### src/rtl/demux_pkg.sv
// Shared types and constants for the 1:4 stream demux and its lane FIFOs.
package demux_pkg;

    localparam int NUM_LANES      = 4;
    localparam int SEL_W          = 2;
    localparam int DEF_DATA_W     = 8;
    localparam int DEF_LANE_DEPTH = 2;

    typedef logic [SEL_W-1:0] lane_idx_t;

    typedef enum logic [1:0] {
        LANE_EMPTY   = 2'd0,
        LANE_PARTIAL = 2'd1,
        LANE_FULL    = 2'd2
    } lane_state_t;

    // Round-robin successor; wraps 3 -> 0 through the 2-bit type.
    function automatic lane_idx_t next_lane(input lane_idx_t idx);
        return idx + lane_idx_t'(2'd1);
    endfunction

endpackage

### src/rtl/demux_lane_fifo.sv
// Per-lane FIFO: push/pop with occupancy counter, head word presented while non-empty.
module demux_lane_fifo
    import demux_pkg::*;
#(
    parameter int DATA_W     = DEF_DATA_W,
    parameter int LANE_DEPTH = DEF_LANE_DEPTH
) (
    input  logic              clk,
    input  logic              rst_n,
    input  logic              push,
    input  logic [DATA_W-1:0] push_data,
    input  logic              pop,
    output logic [DATA_W-1:0] head_data,
    output logic              valid,
    output logic              full
);

    localparam int PTR_W = $clog2(LANE_DEPTH);
    localparam int CNT_W = PTR_W + 1;
    localparam logic [CNT_W-1:0] CNT_MAX = CNT_W'(LANE_DEPTH);

    logic [DATA_W-1:0] mem_r [LANE_DEPTH];
    logic [PTR_W-1:0]  wr_ptr_r;
    logic [PTR_W-1:0]  rd_ptr_r;
    logic [CNT_W-1:0]  cnt_r;
    lane_state_t       state_s;
    logic              do_push_s;
    logic              do_pop_s;

    // Lane state decode from occupancy.
    always_comb begin
        state_s = LANE_EMPTY;
        if (cnt_r == {CNT_W{1'b0}}) begin
            state_s = LANE_EMPTY;
        end else if (cnt_r == CNT_MAX) begin
            state_s = LANE_FULL;
        end else begin
            state_s = LANE_PARTIAL;
        end
    end

    assign valid     = (state_s != LANE_EMPTY);
    assign full      = (state_s == LANE_FULL);
    // A full lane never accepts, even when popping in the same cycle.
    assign do_push_s = push & ~full;
    assign do_pop_s  = pop & valid;
    assign head_data = valid ? mem_r[rd_ptr_r] : {DATA_W{1'b0}};

    // Storage array; cleared on reset so nothing stale survives it.
    always_ff @(posedge clk or negedge rst_n) begin
        if (!rst_n) begin
            for (int i = 0; i < LANE_DEPTH; i++) begin
                mem_r[i] <= {DATA_W{1'b0}};
            end
        end else if (do_push_s) begin
            mem_r[wr_ptr_r] <= push_data;
        end else begin
            mem_r[wr_ptr_r] <= mem_r[wr_ptr_r];
        end
    end

    // Pointers wrap naturally modulo LANE_DEPTH (power of two); counter tracks occupancy.
    always_ff @(posedge clk or negedge rst_n) begin
        if (!rst_n) begin
            wr_ptr_r <= {PTR_W{1'b0}};
            rd_ptr_r <= {PTR_W{1'b0}};
            cnt_r    <= {CNT_W{1'b0}};
        end else begin
            if (do_push_s) begin
                wr_ptr_r <= wr_ptr_r + PTR_W'(1'b1);
            end else begin
                wr_ptr_r <= wr_ptr_r;
            end
            if (do_pop_s) begin
                rd_ptr_r <= rd_ptr_r + PTR_W'(1'b1);
            end else begin
                rd_ptr_r <= rd_ptr_r;
            end
            case ({do_push_s, do_pop_s})
                2'b10:   cnt_r <= cnt_r + CNT_W'(1'b1);
                2'b01:   cnt_r <= cnt_r - CNT_W'(1'b1);
                default: cnt_r <= cnt_r;
            endcase
        end
    end

endmodule

### src/rtl/demux_1_to_4_stream.sv
// 1:4 stream demux with per-lane FIFOs. Define DEMUX_RR_SEL_EN to replace in_sel
// with an internal round-robin lane pointer.
module demux_1_to_4_stream
    import demux_pkg::*;
#(
    parameter int DATA_W     = DEF_DATA_W,
    parameter int LANE_DEPTH = DEF_LANE_DEPTH
) (
    input  logic                        clk,
    input  logic                        rst_n,
    input  logic                        in_valid,
    output logic                        in_ready,
    input  logic [DATA_W-1:0]           in_data,
    input  logic [SEL_W-1:0]            in_sel,
    output logic [NUM_LANES-1:0]        out_valid,
    input  logic [NUM_LANES-1:0]        out_ready,
    output logic [NUM_LANES*DATA_W-1:0] out_data,
    output logic [NUM_LANES-1:0]        lane_full
);

    lane_idx_t             sel_s;
    logic                  accept_s;
    logic [NUM_LANES-1:0]  push_s;
    logic [NUM_LANES-1:0]  full_s;

`ifdef DEMUX_RR_SEL_EN
    lane_idx_t rr_ptr_r;
    logic      unused_sel_s;

    assign unused_sel_s = ^in_sel;
    assign sel_s        = rr_ptr_r;

    // Round-robin pointer: advances only on an accepted word, so a full lane stalls rather than skips.
    always_ff @(posedge clk or negedge rst_n) begin
        if (!rst_n) begin
            rr_ptr_r <= lane_idx_t'(2'd0);
        end else if (accept_s) begin
            rr_ptr_r <= next_lane(rr_ptr_r);
        end else begin
            rr_ptr_r <= rr_ptr_r;
        end
    end
`else
    assign sel_s = in_sel;
`endif

    // Ready mux and one-hot push decode for the selected lane.
    always_comb begin
        in_ready = 1'b0;
        push_s   = {NUM_LANES{1'b0}};
        in_ready = ~full_s[sel_s];
        for (int i = 0; i < NUM_LANES; i++) begin
            push_s[i] = accept_s && (sel_s == lane_idx_t'(i));
        end
    end

    assign accept_s  = in_valid & in_ready;
    assign lane_full = full_s;

    for (genvar g = 0; g < NUM_LANES; g++) begin : g_lane
        demux_lane_fifo #(
            .DATA_W     (DATA_W),
            .LANE_DEPTH (LANE_DEPTH)
        ) u_fifo (
            .clk       (clk),
            .rst_n     (rst_n),
            .push      (push_s[g]),
            .push_data (in_data),
            .pop       (out_ready[g]),
            .head_data (out_data[g*DATA_W +: DATA_W]),
            .valid     (out_valid[g]),
            .full      (full_s[g])
        );
    end

endmodule

### config.mk
export PLATFORM = sky130hd
export DESIGN_NAME = demux_1_to_4_stream
export DESIGN_NICKNAME = d
export VERILOG_FILES = /design/src/rtl/demux_pkg.sv /design/src/rtl/demux_lane_fifo.sv /design/src/rtl/demux_1_to_4_stream.sv
export SDC_FILE = /design/constraint.sdc
export NUM_CORES = 1
export LEC_CHECK = 0
export ABC_AREA = 1
export CAP_MARGIN = 25
export CORE_MARGIN = 2
export CORE_UTILIZATION = 45
export DETAILED_ROUTE_END_ITERATION = 8
export GPL_ROUTABILITY_DRIVEN = 1
export MAX_ROUTING_LAYER = met4
export PLACE_DENSITY_LB_ADDON = 0.1
export SKIP_CTS_REPAIR_TIMING = 1
export SYNTH_ARGS = -nofsm -noshare
export SYNTH_HDL_FRONTEND = slang
export SYNTH_SLANG_ARGS = --single-unit
### constraint.sdc
create_clock -name clk -period 1.95 [get_ports clk]
set_input_delay 0.195 -clock clk [delete_from_list [all_inputs] [get_ports clk]]
set_output_delay 0.195 -clock clk [all_outputs]
set_load 0.005 [all_outputs]
After elaboration in Yosys (flattened, before gate mapping)
Cells that the tools add are included.

Logic and storage cells: 173. Bits in registers: 80. Bits of input ports: 17.

Muxes and demuxes: 62. Bitwise gates (word level): 22. Reductions and logical operators: 21. $add $sub $neg: 16. Equal/unequal tests: 19. $lt $le $gt $ge: 13.

Operator list (number): 2-to-1 mux 8 bit (32); bitwise mux 16 bit (8); 2-to-1 mux 16 bit (4); demux 8 bit (select 1 bit) (4); equality test 2 bit, second input constant (14); greater-or-equal comparator 2 bit, second input constant (8); 2-to-1 mux 2 bit (8); inverter 1 -> 2 bit (8); one-hot mux 2 bit (2 select lines) (4); nonzero test 2 bit (8); equality test 2 x 1 -> 1 bit, second input constant (5); zero test 2 bit (5); AND 1 bit (9); adder 1 bit, second input constant (8); adder 2 x 1 -> 2 bit, second input constant (4); logical AND 1 bit (8); less-than comparator 2 x 1 -> 1 bit, second input constant (4); subtractor 2 x 1 -> 2 bit, second input constant (4); inverter 1 bit (5); less-than comparator 2 x 3 -> 1 bit, second input constant (1); binary-select mux 1 bit (select 2 bit) (1); 2-to-1 mux 1 bit (1).

Depth between registers and ports, before layout
Depth after elaboration: 12. Gate-level depth with buffers: 12. Mapped depth without buffers: 10.

By module
A second synthesis with hierarchy kept.

Cells, all modules: 529. Area total of the unflattened synthesis: 4367.9 sq um.

Modules (own cells, without submodules): demux_lane_fifo at g_lane[1].u_fifo ... (sequential area each 500.5 sq um, area an instance 1066.0 sq um, cells each 127, instances 3); demux_lane_fifo at g_lane[0].u_fifo (sequential area each 500.5 sq um, area an instance 1068.5 sq um, cells each 127, instances 1); demux_1_to_4_stream (sequential area each 0.0 sq um, area an instance 101.3 sq um, cells each 21, instances 1).

Worst setup path after synthesis
Ideal clock, no wire load.

Path type: register to register. Start: reg g_lane[0].u_fifo.cnt_r[1]. End: reg g_lane[3].u_fifo.cnt_r[1]. Arrival: 1.732 ns. Setup slack: 0.087 ns. Period minus slack after synthesis: 1.863 ns. Cell stages (with the launch flop): 12. Required time: 1.819 ns. Cells stage by stage: dfrtp_1 > inv_1 > nor2_1 > nand2_1 > nand2_2 > nor2_8 > nand3_4 > buf_4 > ha_1 > a21oi_1 > o21ai_0 > xor2_1.

Cells in the longest elaborated chain, start to end: 12. Elaborated cells on any way between the ends: 15. Classes of those cells: eq/ne (4); mux (5); bitwise (3); reduce/logical (3).

RTL lines: from (decl) (line demux_lane_fifo.sv:25) `logic [CNT_W-1:0] cnt_r;`; from (signal assigned) (line demux_lane_fifo.sv:67) `cnt_r <= {CNT_W{1'b0}};`; from (signal assigned) (line demux_lane_fifo.sv:80) `2'b10: cnt_r <= cnt_r + CNT_W'(1'b1);`; from (signal assigned) (line demux_lane_fifo.sv:81) `2'b01: cnt_r <= cnt_r - CNT_W'(1'b1);`; equality test 2 bit (line demux_lane_fifo.sv:35) `end else if (cnt_r == CNT_MAX) begin`; 2-to-1 mux 2 bit (line demux_lane_fifo.sv:35); 2-to-1 mux 2 bit * (line demux_lane_fifo.sv:33) `if (cnt_r == {CNT_W{1'b0}}) begin`; equality test 2 bit * (line demux_lane_fifo.sv:43) `assign full = (state_s == LANE_FULL);`; via g_lane[0].u_fifo.full (line demux_lane_fifo.sv:15) `output logic full`; binary-select mux 1 bit (select 2 bit) * (line demux_1_to_4_stream.sv:51) `in_ready = ~full_s[sel_s];`; 2-to-1 mux 1 bit (implied by the code) * (line demux_1_to_4_stream.sv:51); inverter 1 bit * (line demux_1_to_4_stream.sv:51); AND 1 bit * (line demux_1_to_4_stream.sv:57) `assign accept_s = in_valid & in_ready;`; logical AND 1 bit * (line demux_1_to_4_stream.sv:53) `push_s[i] = accept_s && (sel_s == lane_idx_t'(i));`; AND 1 bit * (line demux_lane_fifo.sv:45) `assign do_push_s = push & ~full;`; equality test 2 x 1 -> 1 bit or equality test 2 bit (tied branches) (line demux_lane_fifo.sv:79) `case ({do_push_s, do_pop_s})`; one-hot mux 2 bit (2 select lines) or nonzero test 2 bit (tied branches); to (signal assigned) (line demux_lane_fifo.sv:80); to (signal assigned) (line demux_lane_fifo.sv:81); to (signal assigned) (line demux_lane_fifo.sv:82) `default: cnt_r <= cnt_r;`; to (decl) (line demux_lane_fifo.sv:25).

The timed path passes the listed nets; every way through them passes the cells marked *. The select of a mux whose other input is x is not followed. A chain may end at the register's enable or synchronous reset.

Worst setup path in the final report
Start: reg g_lane[1].u_fifo.cnt_r[1]. End: out in_ready.

Cells in the longest elaborated chain, start to end: 7. Elaborated cells on any way between the ends: 8. Classes of those cells: eq/ne (2); mux (4); bitwise (1); reduce/logical (1).

RTL lines: from (decl) (line demux_lane_fifo.sv:25); from (signal assigned) (line demux_lane_fifo.sv:67); from (signal assigned) (line demux_lane_fifo.sv:80); from (signal assigned) (line demux_lane_fifo.sv:81); equality test 2 bit (line demux_lane_fifo.sv:35); 2-to-1 mux 2 bit (line demux_lane_fifo.sv:35); 2-to-1 mux 2 bit * (line demux_lane_fifo.sv:33); equality test 2 bit * (line demux_lane_fifo.sv:43); binary-select mux 1 bit (select 2 bit) * (line demux_1_to_4_stream.sv:51); 2-to-1 mux 1 bit (implied by the code) * (line demux_1_to_4_stream.sv:51); inverter 1 bit * (line demux_1_to_4_stream.sv:51); to (decl) (line demux_1_to_4_stream.sv:12) `output logic in_ready,`.

Mark *: on every way between the ends. The rest lies on a longest branch, timed or not. The select of a mux whose other input is x is not followed.

==> impl_metrics.tcl <==
set metrics [dict create \
    synth-warning-count 0 \
    htreeDepth 3 \
    drive_above_1_share_pct 13.9 \
    firstDrtPassIters 5 \
    swShare_pct 41.3 \
    fin_crit_sh_pct 102 \
    crit_fanout 4 \
    max_freq_mhz 504 \
    critical_path_depth 7 \
    rows 39 \
    min_period_ns 1.99 \
    dpl.cell_count 959 \
    finalHoldViolations 0 \
    areaGrowthSynthToFinish_pct 26.7 \
    p_sw_w 0.00423 \
    worstPathArrival_ns 1.79 \
    cp.required_ns 1.75 \
    routedWlPerCell_um 15.1 \
    drtIter0Drc 448 \
    drc 0 \
    antenna_found_initial 0 \
    clk_pin_slew_ns 0.06 \
    cts_tree "yes" \
    peakVddDrop_mv 0.830 \
    seqPwrFrac_pct 28.4 \
    grt_pass1_wl_um 23700 \
    synth_edf_count 0 \
    crit_chain "inv_2 -> nor2_2 -> nand2_1 -> nand2_2 -> nor2_8 -> buf_6 -> clkdlybuf4s50_1" \
    synthCells 775 \
    synthArstFlopShare_pct 100 \
    synth_cell_type_count 25 \
    io_pins 58 \
    vias 5180 \
    coreArea_um2 11400 \
    powerDensity_nw_per_um2 1550 \
    critPathBufInv 3 \
    setup_slack_ns -0.0356 \
    internal_power_w 0.00600 \
    drv_cap 0 \
    antenna_left 0 \
    die_h_um 112 \
    final_cell_count_no_fill 1000 \
    start_util_pct 45.8 \
    filler_cell_count 1087 \
    multiInputGateArea_um2 2450 \
    p_leak_nw 3.82 \
    final_nets 873 \
    rr_worst_depth 11 \
    grt_pass1_vias 4606 \
    die_width_um 112 \
    pwr-share-clk_pct 18.2 \
    fin_skew_ns 0.00580 \
    worst_setup_path_start_kind "flip-flop" \
    rsz0062_at_grt "true" \
    gp_congestion 0.838 \
    cts_buffers 9 \
    io_buffers 57 \
    p_comb_share_pct 53.5 \
    yosysMostFrequentCell "nand2_1" \
    vias_per_cell 5.18 \
    synthTopCellsByArea "dfrtp_1 (38%), nand2_1 (15%), inv_1 (8.8%), nand4_1 (7.9%), nand3_1 (6.2%)" \
    violations "negative setup slack" \
    seq_area_um2 2010 \
    cts_root_buf "clkbuf_16" \
    dieArea_um2 12500 \
    diodes 0 \
    slew_viol_final 0 \
    end_kind "output pin" \
    synth_largest_area_cell "dfrtp_1" \
    clk_latency_ns 0.35 \
    synth_seq_cells 80 \
    synth-main-ff-cell "dfrtp_1" \
    cts.sinks 80 \
    cp_top_family "buffers and inverters" \
    yosysSeqAreaShare_pct 38.4 \
    synth_top_area_share_pct 38.4 \
    dp_hpwl_um 9720 \
    synth.net_count 796 \
    finalSetupViolCount 1 \
    max_slew_margin_pct 69.0 \
    worstMarginPinSlew_ns 0.464 \
    synthesis.area_um2 5210 \
    routed_wl_um 15100 \
    worstSetupPathType "flip-flop to output pin" \
    grt_max_degree 50 \
    status "finished with violations" \
    final_core_util_pct 58.1 \
    syn_avg_cell_area_um2 6.72 \
    synth.top_cells.by_count "nand2_1 (202), inv_1 (122), dfrtp_1 (80)" \
    gr-total-overflow 0 \
    slowest_delay_ns 0.48 \
    grtUsageTotal_pct 24.6 \
    hp-class "input pin to asynchronous set/reset pin" \
    slowest_stage "clkdlybuf4s50_1" \
    cts_buffer_depth 2 \
]
[final timing paths]
kind | from | endpoint | slack (ns)
min in group clk | in_valid | g_lane[2].u_fifo.cnt_r[0] | 0.46
worst min register to register | g_lane[3].u_fifo.mem_r[9] | g_lane[3].u_fifo.mem_r[9] | 0.49
worst max register to register | g_lane[1].u_fifo.cnt_r[1] | g_lane[3].u_fifo.cnt_r[1] | 0.11
worst max-delay path | g_lane[1].u_fifo.cnt_r[1] | in_ready | -0.04
max in group asynchronous | rst_n | g_lane[0].u_fifo.cnt_r[0] | 0.95
worst min-delay path | rst_n | g_lane[3].u_fifo.mem_r[14] | 0.34
[cell type report]
type	instances	share of cell area [%]
clock inverters	6	1.25
clock buffers	10	3.62
repair buffers	117	16.7
repair inverters	5	0.531
multi-input cells	510	37.2
flip-flops and latches	80	30.4
well taps	143	2.71
inverters	129	7.60
[logic make-up after synthesis]
| logic type | count (synthesis) | synth area share (%) |
|---|---|---|
| simple gates | 420 | 36.6 |
| buf+inv | 185 | 14.8 |
| flops | 80 | 38.4 |
| compound gates | 72 | 6.91 |
| xor+xnor | 14 | 2.35 |
| fa+ha+maj | 4 | 0.960 |
[power by group through the flow]
stage | Sequential, W | Clock, W | Combinational (W)
3_5_place_dp | 0.00282 | 0 | 0.00517
6_report | 0.00291 | 0.00186 | 0.00547
4_1_cts | 0.00280 | 0.00189 | 0.00521
2_1_floorplan | 0.00267 | 0 | 0.00333
3_3_place_gp | 0.00279 | 0 | 0.00508
5_1_grt | 0.00300 | 0.00196 | 0.00611
[placed cells by master (no fill, tap or decap), types with 5 or more instances in the layout]
master,instances
clkbuf_16,9
nand4_1,66
clkinvlp_4,9
inv_2,10
xor2_1,10
dfrtp_1,73
dlymetal6s2s_1,29
nor2_1,72
nand2_1,202
o21ai_0,30
o21ai_1,6
clkdlybuf4s50_1,25
a21oi_1,36
nor2_2,5
nand3_1,65
buf_4,59
inv_1,110
dfrtp_2,7
[layer usage]
layer  up-vias  track usage (%)  part of all wire [%]
met3        17             2.94                   4.9
li1       2600                -                     -
met1      2432             35.9                    48
met4         0             8.15                   1.3
met2       131             35.7                    45
met5         -                -                     0
[metrics by stage]
step	setup slack, ns	area [um^2]	power (W)	TNS (ns)	hold slack (ns)
6_report	-0.0356	6600	0.0102	-0.0356	0.342
5_1_grt	-0.105	6600	0.0111	-0.170	0.398
4_1_cts	-0.207	6300	0.00990	-4.65	-0.187
3_5_place_dp	-0.220	5980	0.00799	-2.98	0.185
3_3_place_gp	-0.153	5980	0.00787	-1.40	0.179
2_1_floorplan	0.0869	5210	0.00600	0	-0.101
[registers in the layout, indices dropped and copies added, names as in the netlist]
register                cells
g_lane.u_fifo.cnt_r         8
g_lane.u_fifo.rd_ptr_r      4
g_lane.u_fifo.wr_ptr_r      4
g_lane.u_fifo.mem_r        64
Note: power is estimated with default switching activity, not from simulation.
